<file path="src/rtl/mult_scheduler.sv">
// Round-robin scheduler granting one shared matrix multiplier to NREQ requesters.
// Optional RUN-phase abort timer is enabled by defining MULT_SCHED_TIMEOUT_EN.
module mult_scheduler #(
    parameter int NREQ    = 4,
    parameter int IDXW    = 2,
    parameter int TIMEOUT = 255
) (
    input  logic            clk,
    input  logic            rst_n,
    input  logic [NREQ-1:0] req,
    output logic [NREQ-1:0] gnt,
    output logic [IDXW-1:0] gnt_idx,
    output logic            mult_on,
    input  logic            mult_done,
    output logic            res_we,
    output logic [NREQ-1:0] done,
    output logic [NREQ-1:0] err,
    output logic            busy
);

    localparam logic [1:0] S_IDLE   = 2'd0;
    localparam logic [1:0] S_SETUP  = 2'd1;
    localparam logic [1:0] S_RUN    = 2'd2;
    localparam logic [1:0] S_FINISH = 2'd3;

    if (NREQ < 2 || NREQ > 8 || IDXW != $clog2(NREQ) || TIMEOUT < 1) begin : g_bad_param
        $error("mult_scheduler: illegal parameter combination");
    end

    logic [1:0]      r_state;
    logic [1:0]      w_next_state;
    logic [NREQ-1:0] r_gnt;
    logic [IDXW-1:0] r_gnt_idx;
    logic [IDXW-1:0] r_last;
    logic [IDXW-1:0] w_pick_idx;
    logic [IDXW-1:0] w_cand;
    logic [NREQ-1:0] w_pick_oh;
    logic            w_pick_vld;
    logic            w_timeout;
    logic            w_abort;

    // Search starts one past the last served requester and wraps modulo NREQ.
    always_comb begin
        w_pick_vld = 1'b0;
        w_pick_idx = '0;
        w_cand     = '0;
        for (int unsigned k = 1; k <= NREQ; k++) begin
            w_cand = IDXW'((int'(r_last) + k) % NREQ);
            if (!w_pick_vld && req[w_cand]) begin
                w_pick_vld = 1'b1;
                w_pick_idx = w_cand;
            end
        end
    end

    always_comb begin
        w_pick_oh             = '0;
        w_pick_oh[w_pick_idx] = 1'b1;
    end

`ifdef MULT_SCHED_TIMEOUT_EN
    localparam int CNTW = (TIMEOUT < 2) ? 1 : $clog2(TIMEOUT);

    logic [CNTW-1:0] r_cnt;
    logic            r_abort;
    logic            w_cnt_hit;

    // r_cnt holds the number of completed RUN cycles; the hit flags the TIMEOUT-th cycle.
    assign w_cnt_hit = (r_cnt == CNTW'(TIMEOUT - 1));
    assign w_timeout = (r_state == S_RUN) && !mult_done && w_cnt_hit;
    assign w_abort   = r_abort;

    always_ff @(posedge clk or negedge rst_n) begin
        if (!rst_n) begin
            r_cnt   <= '0;
            r_abort <= 1'b0;
        end else begin
            case (r_state)
                S_SETUP: begin
                    r_cnt   <= '0;
                    r_abort <= 1'b0;
                end
                S_RUN: begin
                    if (!w_cnt_hit) begin
                        r_cnt <= r_cnt + 1'b1;
                    end
                    r_abort <= w_timeout;
                end
                default: ;
            endcase
        end
    end
`else
    assign w_timeout = 1'b0;
    assign w_abort   = 1'b0;
`endif

    always_comb begin
        w_next_state = r_state;
        case (r_state)
            S_IDLE:   if (w_pick_vld) w_next_state = S_SETUP;
            S_SETUP:  w_next_state = S_RUN;
            S_RUN:    if (mult_done || w_timeout) w_next_state = S_FINISH;
            S_FINISH: w_next_state = S_IDLE;
            default:  w_next_state = S_IDLE;
        endcase
    end

    always_ff @(posedge clk or negedge rst_n) begin
        if (!rst_n) begin
            r_state   <= S_IDLE;
            r_gnt     <= '0;
            r_gnt_idx <= '0;
            r_last    <= IDXW'(NREQ - 1);
        end else begin
            r_state <= w_next_state;
            case (r_state)
                S_IDLE: begin
                    if (w_pick_vld) begin
                        r_gnt     <= w_pick_oh;
                        r_gnt_idx <= w_pick_idx;
                    end
                end
                S_FINISH: begin
                    r_last    <= r_gnt_idx;
                    r_gnt     <= '0;
                    r_gnt_idx <= '0;
                end
                default: ;
            endcase
        end
    end

    // Outputs decode straight from state so an asynchronous reset clears them at once.
    assign gnt     = r_gnt;
    assign gnt_idx = r_gnt_idx;
    assign mult_on = (r_state == S_RUN);
    assign res_we  = (r_state == S_RUN) && mult_done;
    assign busy    = (r_state != S_IDLE);
    assign done    = ((r_state == S_FINISH) && !w_abort) ? r_gnt : '0;
`ifdef MULT_SCHED_TIMEOUT_EN
    assign err     = ((r_state == S_FINISH) && w_abort) ? r_gnt : '0;
`else
    assign err     = '0;
`endif

`ifndef SYNTHESIS
    a_gnt_onehot: assert property (@(posedge clk) disable iff (!rst_n) $onehot0(gnt));
    a_done_onehot: assert property (@(posedge clk) disable iff (!rst_n) $onehot0(done));
    a_done_err_excl: assert property (@(posedge clk) disable iff (!rst_n) (done & err) == '0);
`endif

endmodule
</file>
<file path="config.mk">
export PLATFORM = sky130hd
export DESIGN_NAME = mult_scheduler
export DESIGN_NICKNAME = d
export VERILOG_FILES = /design/src/rtl/mult_scheduler.sv
export SDC_FILE = /design/constraint.sdc
export NUM_CORES = 1
export LEC_CHECK = 0
export ABC_AREA = 1
export CAP_MARGIN = 10
export CORE_MARGIN = 3
export CORE_UTILIZATION = 47
export CTS_CLUSTER_SIZE = 16
export DETAILED_ROUTE_END_ITERATION = 6
export GPL_TIMING_DRIVEN = 0
export PLACE_DENSITY = 0.86
export SLEW_MARGIN = 10
export SYNTH_ARGS = -nofsm -noshare
export SYNTH_HDL_FRONTEND = slang
export SYNTH_SLANG_ARGS = --single-unit
</file>
<file path="constraint.sdc">
create_clock -name clk -period 1.8 [get_ports clk]
set_input_delay 0.18 -clock clk [delete_from_list [all_inputs] [get_ports clk]]
set_output_delay 0.18 -clock clk [all_outputs]
set_load 0.03 [all_outputs]
</file>
== Word-level counts from Yosys, hierarchy flattened ==
Cells that the tools add are included.

* Word-level logic and storage cells: 58
* Output and inout port bits: 17
* Register bits: 10
* Input port bits: 7

* $lt $le $gt $ge: 6
* Equal/unequal tests: 5
* Reduce and logical (&&, ||, !) cells: 13
* Add/subtract/negate cells: 4
* Mux-type cells: 26

{| class="wikitable"
|+ Operators with widths
! kind !! count
|-
| 2-bit by 3-bit < comparator with 1-bit output (second input constant) || 5
|-
| 2-bit 2-to-1 mux || 7
|-
| 1-bit 2-to-1 mux || 9
|-
| 1-bit binary-select mux with 2-bit select || 4
|-
| 4-bit 2-to-1 mux || 2
|-
| 2-bit case mux with 4 select lines || 1
|-
| 4-bit case mux with 2 select lines || 1
|-
| 1-bit logical AND || 5
|-
| 2-bit by 1-bit adder with 2-bit output (second input constant) || 2
|-
| 2-bit adder (second input constant) || 2
|-
| 2-bit == test (second input constant) || 2
|-
| 2-bit case mux with 2 select lines || 1
|-
| 2-bit AND reduction || 2
|-
| 2-bit nonzero test || 2
|-
| 1-bit zero test || 3
|-
| 1-bit demux with 2-bit select || 1
|-
| 2-bit by 1-bit == test with 1-bit output (second input constant) || 1
|-
| 2-bit by 1-bit greater-or-equal comparator with 1-bit output (second input constant) || 1
|-
| 2-bit zero test || 1
|-
| 2-bit by 1-bit inequality test with 1-bit output (second input constant) || 1
|-
| 2-bit inequality test (second input constant) || 1
|}

== Depth between registers and ports, before layout ==
Gate-level depths: netlist (run 1).

* Depth in word-level cells: 19
* Gate-level depth with buffers: 13
* Gate-level depth less buffers: 12

== Least setup slack after synthesis (run 1) ==
No wires, ideal clock.

* Path type: register to register
* Start: register r_last[0]
* End: register r_gnt[3], in the netlist gnt[3]
* Path buffers: 1
* Data arrival time: 1.376 ns
* Path slack: 0.307 ns
* Cell stages (with the launch flop): 13
* Period minus slack after synthesis: 1.493 ns
* Setup time: 0.117 ns
* Required time: 1.683 ns
* Cell sequence: dfstp_2 buf_6 inv_6 nand2_2 nand2_1 nand2_1 nand2_2 nor2_8 nand3_4 nand3_2 nor2_2 nand2_1 nand2_1

* Longest elaborated chain between the ends: 19
* Elaborated cells between the ends (all ways): 35
* Those cells by class: add/sub: 4; order compare: 2; eq/ne: 1; mux: 20; reduce/logical: 8

{| class="wikitable"
|+ Ends and longest elaborated chain
! item !! RTL line !! RTL
|-
| from (decl) || 34 || <nowiki>logic [IDXW-1:0] r_last;</nowiki>
|-
| from (signal assigned) || 114 || <nowiki>r_last <= IDXW'(NREQ - 1);</nowiki>
|-
| from (signal assigned) || 125 || <nowiki>r_last <= r_gnt_idx;</nowiki>
|-
| 2-bit by 1-bit adder with 2-bit output || 48 || <nowiki>w_cand = IDXW'((int'(r_last) + k) % NREQ);</nowiki>
|-
| 1-bit binary-select mux with 2-bit select || 49 || <nowiki>if (!w_pick_vld && req[w_cand]) begin</nowiki>
|-
| 1-bit 2-to-1 mux (not written as such) || 49 ||
|-
| 1-bit 2-to-1 mux || 49 ||
|-
| 1-bit zero test || 49 ||
|-
| 1-bit logical AND || 49 ||
|-
| 1-bit 2-to-1 mux || 49 ||
|-
| 1-bit zero test || 49 ||
|-
| [... 3 more ...] || -- ||
|-
| 1-bit logical AND || 49 ||
|-
| 2-bit 2-to-1 mux || 49 ||
|-
| 2-bit by 3-bit < comparator with 1-bit output (not written as such) / 2-bit by 1-bit greater-or-equal comparator with 1-bit output (equally long branches) || 58 || <nowiki>w_pick_oh[w_pick_idx] = 1'b1;</nowiki>
|-
| 1-bit logical AND (not written as such) || 58 ||
|-
| 1-bit 2-to-1 mux (not written as such) || 58 ||
|-
| 1-bit demux with 2-bit select || 58 ||
|-
| 4-bit 2-to-1 mux || 119 || <nowiki>if (w_pick_vld) begin</nowiki>
|-
| 4-bit case mux with 2 select lines || 117 || <nowiki>case (r_state)</nowiki>
|-
| to (signal assigned) || 120 || <nowiki>r_gnt <= w_pick_oh;</nowiki>
|-
| to (decl) || 32 || <nowiki>logic [NREQ-1:0] r_gnt;</nowiki>
|}

Several ways; a longest one is shown, not always the timed one. The select of a mux whose other input is x is not followed.
A chain may end at the register's enable or synchronous reset.

== Worst setup path in the final report (run 1) ==
* Start: register r_state[1]
* End: output port busy

* Longest elaborated chain between the ends: 1

{| class="wikitable"
|+ Ends and longest elaborated chain
! item !! RTL line !! RTL
|-
| from (decl) || 30 || <nowiki>logic [1:0] r_state;</nowiki>
|-
| from (signal assigned) || 116 || <nowiki>r_state <= w_next_state;</nowiki>
|-
| 2-bit nonzero test || 139 || <nowiki>assign busy = (r_state != S_IDLE);</nowiki>
|-
| to (decl) || 18 || <nowiki>output logic busy</nowiki>
|}

Every way passes these cells.

==> results of run 1 <==
[registers in the layout, summed over array words and instances (netlist names)]
register,flops
gnt,4
gnt_idx,2
r_last,2
r_state,2
[metal layers]
layer	up-vias	part of all wire, %
met5	-	0
met4	0	1.5
met3	5	4.2
met2	14	55
met1	370	40
li1	423	-
[cells by family after synthesis]
logic type | after synthesis | share of synthesized area, %
fa+ha+maj | 4 | 5.69
buf+inv | 27 | 14.7
simple gates | 76 | 45.9
other cells | 1 | 0.426
compound gates | 7 | 4.55
flops | 10 | 28.7
[worst max path at each step]
stage / from / to / slack, ps / cells after the start
2_1_floorplan: r_last[0]$_DFFE_PN1P_ / gnt[3]$_DFFE_PN0P_ / 310 / 12
3_3_place_gp: r_state[1]$_DFFE_PN0P_ / done[3] / -6 / 5
3_5_place_dp: r_state[0]$_DFFE_PN0P_ / done[2] / -50 / 5
4_1_cts: r_state[0]$_DFFE_PN0P_ / res_we / 110 / 5
5_1_grt: r_last[0]$_DFFE_PN1P_ / gnt[1]$_DFFE_PN0P_ / 5 / 13
6_report: r_state[1]$_DFFE_PN0P_ / busy / 120 / 4
[cell usage after synthesis (all sizes together)]
master,number
dfrtp,8
nand4,2
dfstp,2
clkbuf,1
nand3,16
clkinv,1
a31oi,1
o21ai,5
conb,1
a21oi,1
ha,4
inv,20
buf,5
nor2,7
nand2,51
[worst max-delay path, stage by stage (launching register included)]
cell and delay, ps:
dfrtp_1 400, inv_1 130, ha_1 260, inv_1 90, dlygate4sd2_1 360
[repair_timing]
| action | CTS | global route |
|---|---|---|
| endpoints found under the setup margin | 7 | 1 |
| endpoints found under the hold margin | 0 | 0 |
| gates resized for setup | 8 | 1 |
| hold buffers | 0 | 0 |
[layout make-up]
class                   instances  area share, %
plain buffers                   5           3.62
multi-input cells              91           44.9
clock buffers                   4           3.18
flip-flops and latches         10           22.2
repair buffers                 19           16.0
well taps                      25           2.74
inverters                      21           7.35
[stage by stage]
step                power, mW  area [sq um]  setup WS [ps]
finish                   2.21          1140            116
CTS                      2.23          1140            109
floorplan                1.67           891            307
detailed placement       2.05          1110          -54.3
global route             2.44          1140           5.22
global placement         1.97          1110          -6.39
[where the power goes]
| part | switching [mW] | internal [mW] | total [mW] |
|---|---|---|---|
| sequential | 0.0758 | 0.329 | 0.404 |
| combinational | 1.05 | 0.552 | 1.61 |
| clock | 0.0808 | 0.123 | 0.204 |
| total | 1.21 | 1.00 | 2.21 |
==> reports/qor.csv, run 1 <==
metric,value,unit
fillers,169,
endpoints failing setup,0,
Rows,15,
GRT Util Overall,18.1,%
Initial Util,50.4,%
I/O Buffers,19,
register area share after synthesis,28.7,%
"most common cell after layout, fill and taps aside",nand2_1,
final WL,1850,um
Worst R2R Start,r_last[0]$_DFFE_PN1P_,
Die Y,49.3,um
Layout Nets,162,
# diodes,0,
First-pass DRT Iterations,4,
period utilization,93.6,%
dominant cells by area after synthesis,"dfrtp_1 (23%), nand2_1 (16%), nand3_1 (7.4%), nand2_2 (7.1%), dfstp_2 (6.0%)",
Ports,24,
area taken by multi-input logic gates,512,sq um
core area,1750,sq um
final core utilization,65.3,%
first-pass GRT wire length,3420,um
DRT antenna net count,0,
clock tree from TritonCTS,built,
number of global-route vias before repair,822,
gr busiest metal,met2,
max-capacitance violation count,0,
hpwl dp,1570,um
Leakage,0.647,nW
clock skew,0.320,ps
sequential cell area,253,sq um
r2r setup slk,170,ps
drt wl/cell,10.6,um
pin count of the biggest net entering global routing,11,
total negative slack,0,ps
PwrDens,1940,nW/um^2
"area leader, netlist",dfrtp_1,
placed cell count,172,
critical path class,reg2out,
CTS root buf,clkbuf_4,
CTS Buffer Depth,2,
status,completed,
register bit count reported by yosys,10,
Max Slew Vio Count,0,
gr ovfl total,0,
unrepaired setup endpoints after global routing,no,
endpoints failing hold,0,
worst hold-check path type,in2async,
WP data required,1620,ps
clk slew on worst S/H paths,60,ps
postcts setup bufs,0,
synth unique cells,25,
CP Capture Type,output port,
"Clk Latency, worst-skew pair",270,ps
Placer Congestion,0.761,
grt met2 use,33.5,%
Final Non-Filler Cells,175,
number of vias per cell,4.64,
CP Max Fanout,4,
Worst R2R End,gnt[0]$_DFFE_PN0P_,
Fin Hold WS,215,ps
maximum vdd drop,1.17,mV
crit path DAT,1500,ps
Yosys warning total,0,
Mapped Area,880,sq um
Synth-to-Final Area Change,29.6,%
initial antenna violation count,0,
H-tree level count,1,
CP startpoint kind,flip-flop,
met1 GRT Util,19.1,%
layout cells sized above 1,26.0,%
DRC viols,0,
share of the synthesized area in the top cell type,22.8,%
min Tclk post-route,1680,ps
die width,49.3,um
Starting DRT DRC Count,14,
DIE AREA,2430,sq um
"commonest cells after routing, fill and taps aside","nand2_1 (38), inv_1 (14), nand3_1 (13), clkdlybuf4s50_1 (12), nand2_2 (10)",
M3 GR Usage,4.89,%
"Avg Cell Area, Syn",7.04,sq um
Vias,812,
cts bufs inserted,3,
fmax,0.594,GHz
Reg2Reg Depth,12,
Syn Inst Count,125,
Clock Sinks,10,
Power figures use the tool's default switching activity.
==> run 2, diff against run 1 <==
--- a/config.mk
+++ b/config.mk
@@ -7,12 +7,12 @@
 export LEC_CHECK = 0
 export ABC_AREA = 1
 export CAP_MARGIN = 10
-export CORE_MARGIN = 3
+export CORE_MARGIN = 1.5
 export CORE_UTILIZATION = 47
 export CTS_CLUSTER_SIZE = 16
 export DETAILED_ROUTE_END_ITERATION = 6
 export GPL_TIMING_DRIVEN = 0
-export PLACE_DENSITY = 0.86
+export PLACE_DENSITY = 0.78
 export SLEW_MARGIN = 10
 export SYNTH_ARGS = -nofsm -noshare
 export SYNTH_HDL_FRONTEND = slang
==> reports/qor.csv, run 2 (synthesis results as in run 1) <==
metric,value,unit,change
status,completed,,
CP Capture Type,output port,,
clock tree from TritonCTS,built,,
Crit-path slowest cell,dfrtp_1,,
endpoints failing hold,0,,unchanged
first-pass GRT wire length,2830,um,-17%
Max Slew Vio Count,0,,unchanged
DRC viols,0,,unchanged
unrepaired setup endpoints after global routing,no,,
Layout Nets,162,,unchanged
I/O Buffers,19,,unchanged
WP data required,1620,ps,about the same
Initial Util,50.4,%,unchanged
worst stage delay on the critical path,400,ps,about the same
Most common cell on crit path,inv_1,,
die width,46.3,um,-6.1%
Leakage,0.644,nW,-0.50%
CP Max Fanout,4,,unchanged
Critical path buffers and inverters,3,,unchanged
period utilization,93.1,%,-0.44 points
number of vias per cell,4.77,,+2.8%
Vias,835,,+2.8%
cts bufs inserted,3,,unchanged
initial antenna violation count,0,,unchanged
Starting DRT DRC Count,16,,+2
critical path class,reg2out,,
clock skew,9.06,ps,+8.74 ps
placed cell count,172,,unchanged
crit path DAT,1500,ps,about the same
Die Y,46.3,um,-6.1%
CP startpoint kind,flip-flop,,
Synth-to-Final Area Change,28.3,%,
"commonest cells after routing, fill and taps aside","nand2_1 (38), inv_1 (14), nand3_1 (13), clkdlybuf4s50_1 (12), nand2_2 (10)",,
max-capacitance violation count,0,,unchanged
CP top delay family,buffers and inverters,,
gr ovfl total,0,,unchanged
hpwl dp,1420,um,-9.9%
number of global-route vias before repair,689,,-16%
postcts setup bufs,0,,unchanged
CP cell instances,inv_1 > ha_1 > nand2_1 > inv_1 > dlygate4sd2_1,,
min Tclk post-route,1680,ps,-7.87 ps
"Clk Latency, worst-skew pair",270,ps,about the same
H-tree level count,1,,unchanged
worst hold-check path type,in2async,,
# diodes,0,,unchanged
DRT antenna net count,0,,unchanged
Final Non-Filler Cells,175,,unchanged
Placer Congestion,0.763,,+0.21%
maximum vdd drop,1.08,mV,-8.3%
Rows,15,,unchanged
PwrDens,1910,nW/um^2,-1.8%
endpoints failing setup,0,,unchanged
Fin Hold WS,222,ps,+6.89 ps
Clock Sinks,10,,unchanged
DIE AREA,2140,sq um,-12%
drt wl/cell,9.89,um,-6.7%
First-pass DRT Iterations,4,,unchanged
clk slew on worst S/H paths,70,ps,about the same
layout cells sized above 1,25.3,%,-0.67 points
CTS Buffer Depth,2,,unchanged
Ports,24,,unchanged
core area,1750,sq um,unchanged
total negative slack,0,ps,unchanged
pin count of the biggest net entering global routing,11,,unchanged
max FFs per register,4,,unchanged
fmax,0.596,GHz,+0.47%
GRT Util Overall,18.5,%,+0.47 points
final core utilization,64.7,%,-0.65 points
"most common cell after layout, fill and taps aside",nand2_1,,
final WL,1730,um,-6.7%
CTS root buf,clkbuf_4,,
run 2: metal layers:
layer  GRT usage (%)  part of all wire [%]  vias to the layer above
met5               0                     0                        -
met4            3.43                  0.81                        0
met3            5.88                   5.2                        2
met2            31.4                    53                       24
met1            23.0                    41                      382
li1                -                     -                      427
run 2: where the power goes:
part | leakage, nW | internal [mW] | switching (mW) | total [mW]
registers | 0.125 | 0.329 | 0.0764 | 0.405
clock network | 0.0150 | 0.0855 | 0.0754 | 0.161
logic | 0.504 | 0.549 | 1.04 | 1.59
total | 0.644 | 0.963 | 1.19 | 2.15
run 2: per-stage QoR:
| stage | power (mW) | cell area (sq um) | setup WS [ps] |
|---|---|---|---|
| floorplan | 1.67 | 891 | 307 |
| global placement | 1.98 | 1110 | -15.0 |
| detailed placement | 2.02 | 1110 | -52.2 |
| CTS | 2.18 | 1130 | 96.3 |
| global route | 2.37 | 1130 | 9.35 |
| finish | 2.15 | 1130 | 123 |
run 2: path summary, 6_finish.rpt:
check / from / endpoint / slack, ps / depth (start not counted)
max: r_state[0]$_DFFE_PN0P_ / res_we / 120 / 5
min in group clk: gnt_idx[1]$_DFFE_PN0P_ / r_last[1]$_DFFE_PN1P_ / 530 / 2
min: rst_n / gnt[3]$_DFFE_PN0P_ / 220 / 1
max in group asynchronous: rst_n / r_last[1]$_DFFE_PN1P_ / 1240 / 1
max reg2reg: r_last[0]$_DFFE_PN1P_ / gnt[0]$_DFFE_PN0P_ / 130 / 11
min reg2reg: gnt_idx[1]$_DFFE_PN0P_ / r_last[1]$_DFFE_PN1P_ / 530 / 2
run 2: cell type report:
cell class	count	area, sq um
Inverter	21	83.8
Tap cell	25	31.3
Fill cell	154	617
Buffer	5	41.3
Clock buffer	4	26.3
Sequential cell	10	253
Multi-Input combinational cell	91	512
Timing Repair Buffer	19	181
run 2: timing repair:
action,CTS,global route
hold buffers,0,0
endpoints found under the setup margin,7,0
gates resized for setup,8,0
